### config.mk
export PLATFORM = sky130hd
export DESIGN_NAME = speriph_bus_slice
export DESIGN_NICKNAME = d
export VERILOG_FILES = /design/src/rtl/speriph_bus_slice.sv
export SDC_FILE = /design/constraint.sdc
export NUM_CORES = 1
export LEC_CHECK = 0
export CAP_MARGIN = 20
export CORE_ASPECT_RATIO = 1.1
export CORE_MARGIN = 2
export CORE_UTILIZATION = 48
export DETAILED_ROUTE_END_ITERATION = 8
export PLACE_DENSITY = 0.89
export SETUP_SLACK_MARGIN = 0.05
export SYNTH_ARGS = -nofsm -noshare
export SYNTH_HDL_FRONTEND = slang
export SYNTH_SLANG_ARGS = --single-unit
### constraint.sdc
create_clock -name clk_i -period 8.32 [get_ports clk_i]
set_input_delay 1.248 -clock clk_i [delete_from_list [all_inputs] [get_ports clk_i]]
set_output_delay 1.248 -clock clk_i [all_outputs]
set_load 0.1 [all_outputs]
### src/rtl/speriph_bus_slice.sv
// Pipeline slice for one slave-peripheral port: 2-entry request spill buffer,
// registered response channel, outstanding-transaction cap and response ID order check.
module speriph_bus_slice #(
  parameter int ADDR_WIDTH      = 32,
  parameter int DATA_WIDTH      = 32,
  parameter int BE_WIDTH        = 4,
  parameter int ID_WIDTH        = 13,
  parameter int MAX_OUTSTANDING = 2
) (
  input  logic                  clk_i,
  input  logic                  rst_i,
  input  logic                  s_req_i,
  output logic                  s_gnt_o,
  input  logic [ADDR_WIDTH-1:0] s_add_i,
  input  logic [DATA_WIDTH-1:0] s_wdata_i,
  input  logic                  s_wen_i,
  input  logic [BE_WIDTH-1:0]   s_be_i,
  input  logic [ID_WIDTH-1:0]   s_id_i,
  output logic                  s_r_valid_o,
  output logic [DATA_WIDTH-1:0] s_r_rdata_o,
  output logic                  s_r_opc_o,
  output logic [ID_WIDTH-1:0]   s_r_id_o,
  output logic                  m_req_o,
  input  logic                  m_gnt_i,
  output logic [ADDR_WIDTH-1:0] m_add_o,
  output logic [DATA_WIDTH-1:0] m_wdata_o,
  output logic                  m_wen_o,
  output logic [BE_WIDTH-1:0]   m_be_o,
  output logic [ID_WIDTH-1:0]   m_id_o,
  input  logic                  m_r_valid_i,
  input  logic [DATA_WIDTH-1:0] m_r_rdata_i,
  input  logic                  m_r_opc_i,
  input  logic [ID_WIDTH-1:0]   m_r_id_i,
  output logic [1:0]            err_o
);

  // state | meaning
  // EMPTY | no request buffered
  // ONE   | slot A holds the request presented to the peripheral
  // FULL  | slots A and B valid, upstream grant withheld
  typedef enum logic [1:0] {EMPTY, ONE, FULL} state_t;

  localparam int CW = $clog2(MAX_OUTSTANDING + 1);
  localparam int PW = (MAX_OUTSTANDING > 1) ? $clog2(MAX_OUTSTANDING) : 1;
  localparam int RW = ADDR_WIDTH + DATA_WIDTH + 1 + BE_WIDTH + ID_WIDTH;

  state_t              state_q, state_d;
  logic [RW-1:0]       slot_a_q, slot_b_q, s_payload;
  logic                load_a_in, load_a_b, load_b;
  logic                accept, send, pop;
  logic [CW-1:0]       cnt_q;
  logic [ID_WIDTH-1:0] id_fifo_q [MAX_OUTSTANDING];
  logic [PW-1:0]       rd_ptr_q, wr_ptr_q;
  logic [1:0]          err_q;

  function automatic logic [PW-1:0] ptr_inc(input logic [PW-1:0] p);
    return (p == PW'(MAX_OUTSTANDING - 1)) ? '0 : p + PW'(1);
  endfunction

  // grant depends only on registered state so m_gnt_i never reaches the arbiter
  assign s_gnt_o   = (state_q != FULL) && !rst_i;
  assign m_req_o   = (state_q != EMPTY) && (cnt_q < CW'(MAX_OUTSTANDING));
  assign accept    = s_req_i && s_gnt_o;
  assign send      = m_req_o && m_gnt_i;
  assign pop       = m_r_valid_i && (cnt_q != '0);
  assign s_payload = {s_add_i, s_wdata_i, s_wen_i, s_be_i, s_id_i};
  assign {m_add_o, m_wdata_o, m_wen_o, m_be_o, m_id_o} = slot_a_q;
  assign err_o     = err_q;

  always_comb begin
    state_d   = state_q;
    load_a_in = 1'b0;
    load_a_b  = 1'b0;
    load_b    = 1'b0;
    unique case (state_q)
      EMPTY: begin
        if (accept) begin
          state_d   = ONE;
          load_a_in = 1'b1;
        end
      end
      ONE: begin
        if (accept && send) begin
          load_a_in = 1'b1;
        end else if (accept) begin
          state_d = FULL;
          load_b  = 1'b1;
        end else if (send) begin
          state_d = EMPTY;
        end
      end
      FULL: begin
        if (send) begin
          state_d  = ONE;
          load_a_b = 1'b1;
        end
      end
      default: state_d = EMPTY;
    endcase
  end

  always_ff @(posedge clk_i or posedge rst_i) begin
    if (rst_i) begin
      state_q  <= EMPTY;
      slot_a_q <= '0;
      slot_b_q <= '0;
    end else begin
      state_q <= state_d;
      if (load_a_in)     slot_a_q <= s_payload;
      else if (load_a_b) slot_a_q <= slot_b_q;
      if (load_b)        slot_b_q <= s_payload;
    end
  end

  // a response with nothing outstanding is flagged but not counted
  always_ff @(posedge clk_i or posedge rst_i) begin
    if (rst_i) begin
      cnt_q    <= '0;
      rd_ptr_q <= '0;
      wr_ptr_q <= '0;
      err_q    <= '0;
    end else begin
      if (send && !pop)      cnt_q <= cnt_q + CW'(1);
      else if (pop && !send) cnt_q <= cnt_q - CW'(1);
      if (send) wr_ptr_q <= ptr_inc(wr_ptr_q);
      if (pop)  rd_ptr_q <= ptr_inc(rd_ptr_q);
      if (m_r_valid_i && (cnt_q == '0))            err_q[0] <= 1'b1;
      if (pop && (m_r_id_i != id_fifo_q[rd_ptr_q])) err_q[1] <= 1'b1;
    end
  end

  always_ff @(posedge clk_i) begin
    if (send) id_fifo_q[wr_ptr_q] <= m_id_o;
  end

  always_ff @(posedge clk_i or posedge rst_i) begin
    if (rst_i) begin
      s_r_valid_o <= 1'b0;
      s_r_rdata_o <= '0;
      s_r_opc_o   <= 1'b0;
      s_r_id_o    <= '0;
    end else begin
      s_r_valid_o <= m_r_valid_i;
      if (m_r_valid_i) begin
        s_r_rdata_o <= m_r_rdata_i;
        s_r_opc_o   <= m_r_opc_i;
        s_r_id_o    <= m_r_id_i;
      end
    end
  end

endmodule
==> reports/results.tsv <==
stage	metric	value	unit
logic_synthesis	synth unique cells	33	
worst_setup_path	Worst path most repeated cell	clkdlybuf4s50_1	
run_status	status	finished, violations left	
worst_setup_path	critical path data arrival time	3270	ps
final_layout	area grow syn2layout	37.18	%
logic_synthesis	flops & latches, synth	245	
pwr	sequential fraction of design power	0.333	
place	dpl ws	3834	ps
hold_path	worst hold path class	flop to flop	
worst_setup_path	Critical Path Fanout Max	4	
pwr	Cell Pwr Density	437.3	nW/um^2
logic_synthesis	top area cells in the synthesized netlist	dfrtp_1 (56%), mux2_1 (10%), edfxtp_1 (8.0%)	
drt	Pre-Repair DR Iteration Count	9	
timing	final worst path period need	4523	ps
worst_setup_path	WP data required	7070	ps
global_routing	initial antenna violation count	1	
logic_synthesis	register area share after synthesis	0.6400	
clock_tree	Clock H-tree levels	1	
timing	Worst-Margin Slew	1071	ps
logic_synthesis	XOR/XNOR Fraction of Synth Area	0.01611	
pwr	Int Power	3.134	mW
clock_tree	Longest Clk Path Bufs	3	
timing	max_slew headroom	0.2860	
place	port bufs	265	
floorplanning	die area	21540	sq um
timing	Final Hold Vio Count	0	
logic_synthesis	Synth Area in Adders	0.001279	
logic_synthesis	Synth Area in Compound Gates	0.1421	
run_status	failing checks	DRC	
flow_run	Max-Cap Viols	0	
timing	FMAX	221.1	MHz
logic_synthesis	Commonest cells post-synth	dfrtp_1 (219), mux2_1 (87), a21o_1 (83), a22o_1 (82), mux2_2 (41)	
global_routing	largest net degree at the start of global routing	146	
clock_tree	Worst-path clk slew	60	ps
clock_tree	clk_lat worst skew	520	ps
logic_synthesis	Async S/R FF share, synth	0.8939	
worst_setup_path	Worst setup EP type	output port	
clock_tree	# Post-CTS Setup Buffers	0	
pwr	combinational share of power	0.476	
final_layout	Ant. Diodes	0	
pwr	Lkg Pwr	6.095	nW
clock_tree	count of cells resized by post-cts repair	0	
drt	DR WL/cell	18.97	um
final_layout	share of post-route cells with drive strength above 1	0.1022	
worst_setup_path	Worst path max stage delay	1180	ps
logic_synthesis	Syn. warnings	0	
clock_tree	# hold bufs at CTS	0	
logic_synthesis	cell count after synthesis	643	
timing	setup TNS	0	ps
place	Detailed Place HPWL	14.48	mm
logic_synthesis	Synth Net Count	777	
drt	post-route ant nets	0	
logic_synthesis	Synth top area share	0.5602	
pwr	switching share of power	0.4660	
logic_synthesis	main combinational cell family by area after synthesis	multiplexers	
timing	clock skew	17.60	ps
clock_tree	root buffer cell	clkbuf_16	
timing	final clock period utilization by the worst path	0.5436	
worst_setup_path	r2r startpoint	cnt_q[1]$_DFFE_PP0P_	
pwr	Clock power frac	0.192	
hold_path	hold wc startpoint	slot_a_q[76]$_DFFE_PP0P_	
global_routing	gr ovfl total	0	
logic_synthesis	Yosys top cell by area	dfrtp_1	
worst_setup_path	slowest CP cell	clkdlybuf4s50_1	
global_routing	number of global-route vias before repair	6640	
place	Final Wtd Congestion	0.7437	
drt	vias post-DR	6323	
floorplanning	die width	140.1	um
floorplanning	Core Rows	54	
drt	via-per-instance ratio	5.395	
drt	drt initial violations	315	
worst_setup_path	crit start category	primary input	
logic_synthesis	ys flop type	dfrtp_1	
timing	final worst slack	3797	ps
logic_synthesis	EDFF count, synth	26	
worst_setup_path	Setup crit start	rst_i	
worst_setup_path	critical path class	primary input to output port	
floorplanning	core area	19930	sq um
pwr	P_sw	2.735	mW
timing	max-slew violation count	0	
timing	final setup fails	0	
clock_tree	Num CTS Buffers	26	
drt	final wirelength	22.23	mm
logic_synthesis	syn avg cell area	15.21	sq um
floorplanning	# IOs	266	
logic_synthesis	post-synthesis mux area share	0.1606	
logic_synthesis	most common cell in the netlist	dfrtp_1	
timing	setup repair after global routing missed its margin	false	
worst_setup_path	cells along the critical path	clkdlybuf4s50_1 > nor2_1 > clkdlybuf4s50_1	
floorplanning	Die Y	153.7	um
drt	DRC errors left	26	
pwr	Worst VDD drop	0.0003741	V
logic_synthesis	synthesized area	9783	sq um
final_layout	# nets final	1035	
global_routing	first-pass GRT wire length	35.31	mm
global_routing	Total GRT Usage	0.2035	
clock_tree	CTS Sinks	245	
floorplanning	Starting Density	0.4908	
logic_synthesis	Synth Area in Simple Gates	0.01292	
clock_tree	CTS tree	done	
## layout make-up
class | instances | area (sq um)
Fill cell | 1385 | 6511
Inverter | 3 | 18.77
Clock buffer | 41 | 777.0
Timing Repair Buffer | 271 | 2693
Sequential cell | 245 | 6261
Multi-Input combinational cell | 354 | 3286
Tap cell | 252 | 315.3
Clock inverter | 6 | 70.07
## layout by cell type (no fill, tap or decap), types with 2 or more instances in the layout
| cell type | count |
|---|---|
| mux2i_1 | 13 |
| xnor2_1 | 16 |
| a22o_1 | 82 |
| mux2_1 | 87 |
| a21o_1 | 83 |
| clkbuf_16 | 26 |
| nor2b_1 | 2 |
| clkinv_2 | 3 |
| nor2_1 | 7 |
| a21oi_1 | 2 |
| nor4_1 | 2 |
| clkbuf_8 | 7 |
| edfxtp_1 | 26 |
| clkbuf_1 | 8 |
| clkdlybuf4s50_1 | 264 |
| inv_1 | 2 |
| xor2_1 | 2 |
| dfrtp_1 | 219 |
| nor3_1 | 2 |
| mux2_2 | 41 |
| buf_4 | 6 |
## final timing paths
path,end,slack [ps],depth (start not counted)
max in group asynchronous,s_r_opc_o$_DFFE_PP0P_,5220,3
max reg2reg,slot_a_q[14]$_DFFE_PP0P_,5730,5
max,s_gnt_o,3800,3
min in group asynchronous,s_r_rdata_o[26]$_DFFE_PP0P_,1470,2
min reg2reg,slot_a_q[76]$_DFFE_PP0P_,470,1
min,slot_a_q[76]$_DFFE_PP0P_,470,1
## state kept, by name (all words and copies together), names as in the netlist
| name | count |
|---|---|
| slot_b_q | 82 |
| s_r_opc_o | 1 |
| id_fifo_q | 26 |
| state_q | 2 |
| err_o | 2 |
| rd_ptr_q | 1 |
| wr_ptr_q | 1 |
| s_r_id_o | 13 |
| slot_a_q | 82 |
| s_r_rdata_o | 32 |
| cnt_q | 2 |
| s_r_valid_o | 1 |
## layer usage
metal,GRT usage,wire length (um)
met1,0.2457,8743
met2,0.3559,11130
met3,0.06229,1830
met4,0.05532,513
met5,0,13
## worst max-delay path: cells and delay by family
family / cells / cell delay (ps)
buffers and inverters: 2 / 1760
AND/OR/NAND/NOR: 1 / 270
## power groups by stage
stage | Clock [mW] | Combinational, mW | Sequential, mW
after floorplan | 0 | 0.684 | 3.39
after global placement | 0 | 2.77 | 1.94
after detailed placement | 0 | 2.81 | 1.97
after CTS | 1.15 | 2.82 | 1.95
after global routing | 1.21 | 2.90 | 2.01
final | 1.12 | 2.79 | 1.95
## metrics by stage
step,util,cells,hold WS [ps],power [mW],cell area [sq um]
final,0.6733,1172,473.2,5.869,13420
after global routing,0.6733,1172,491.1,6.112,13420
after CTS,0.6733,1172,477.1,5.922,13420
after detailed placement,0.6308,1125,464.0,4.779,12570
after global placement,0.6308,1125,458.3,4.712,12570
after floorplan,-,643,460.8,4.078,9783
## logic make-up after synthesis
kind of cell	count (synthesis)
AO/OA/AOI/OAI	172
XOR/XNOR	18
adder cells (fa/ha/maj)	1
buffers and inverters	44
flip-flops	245
multiplexers	141
AND/OR/NAND/NOR	22
No activity file was read; power rests on OpenSTA's default activity.
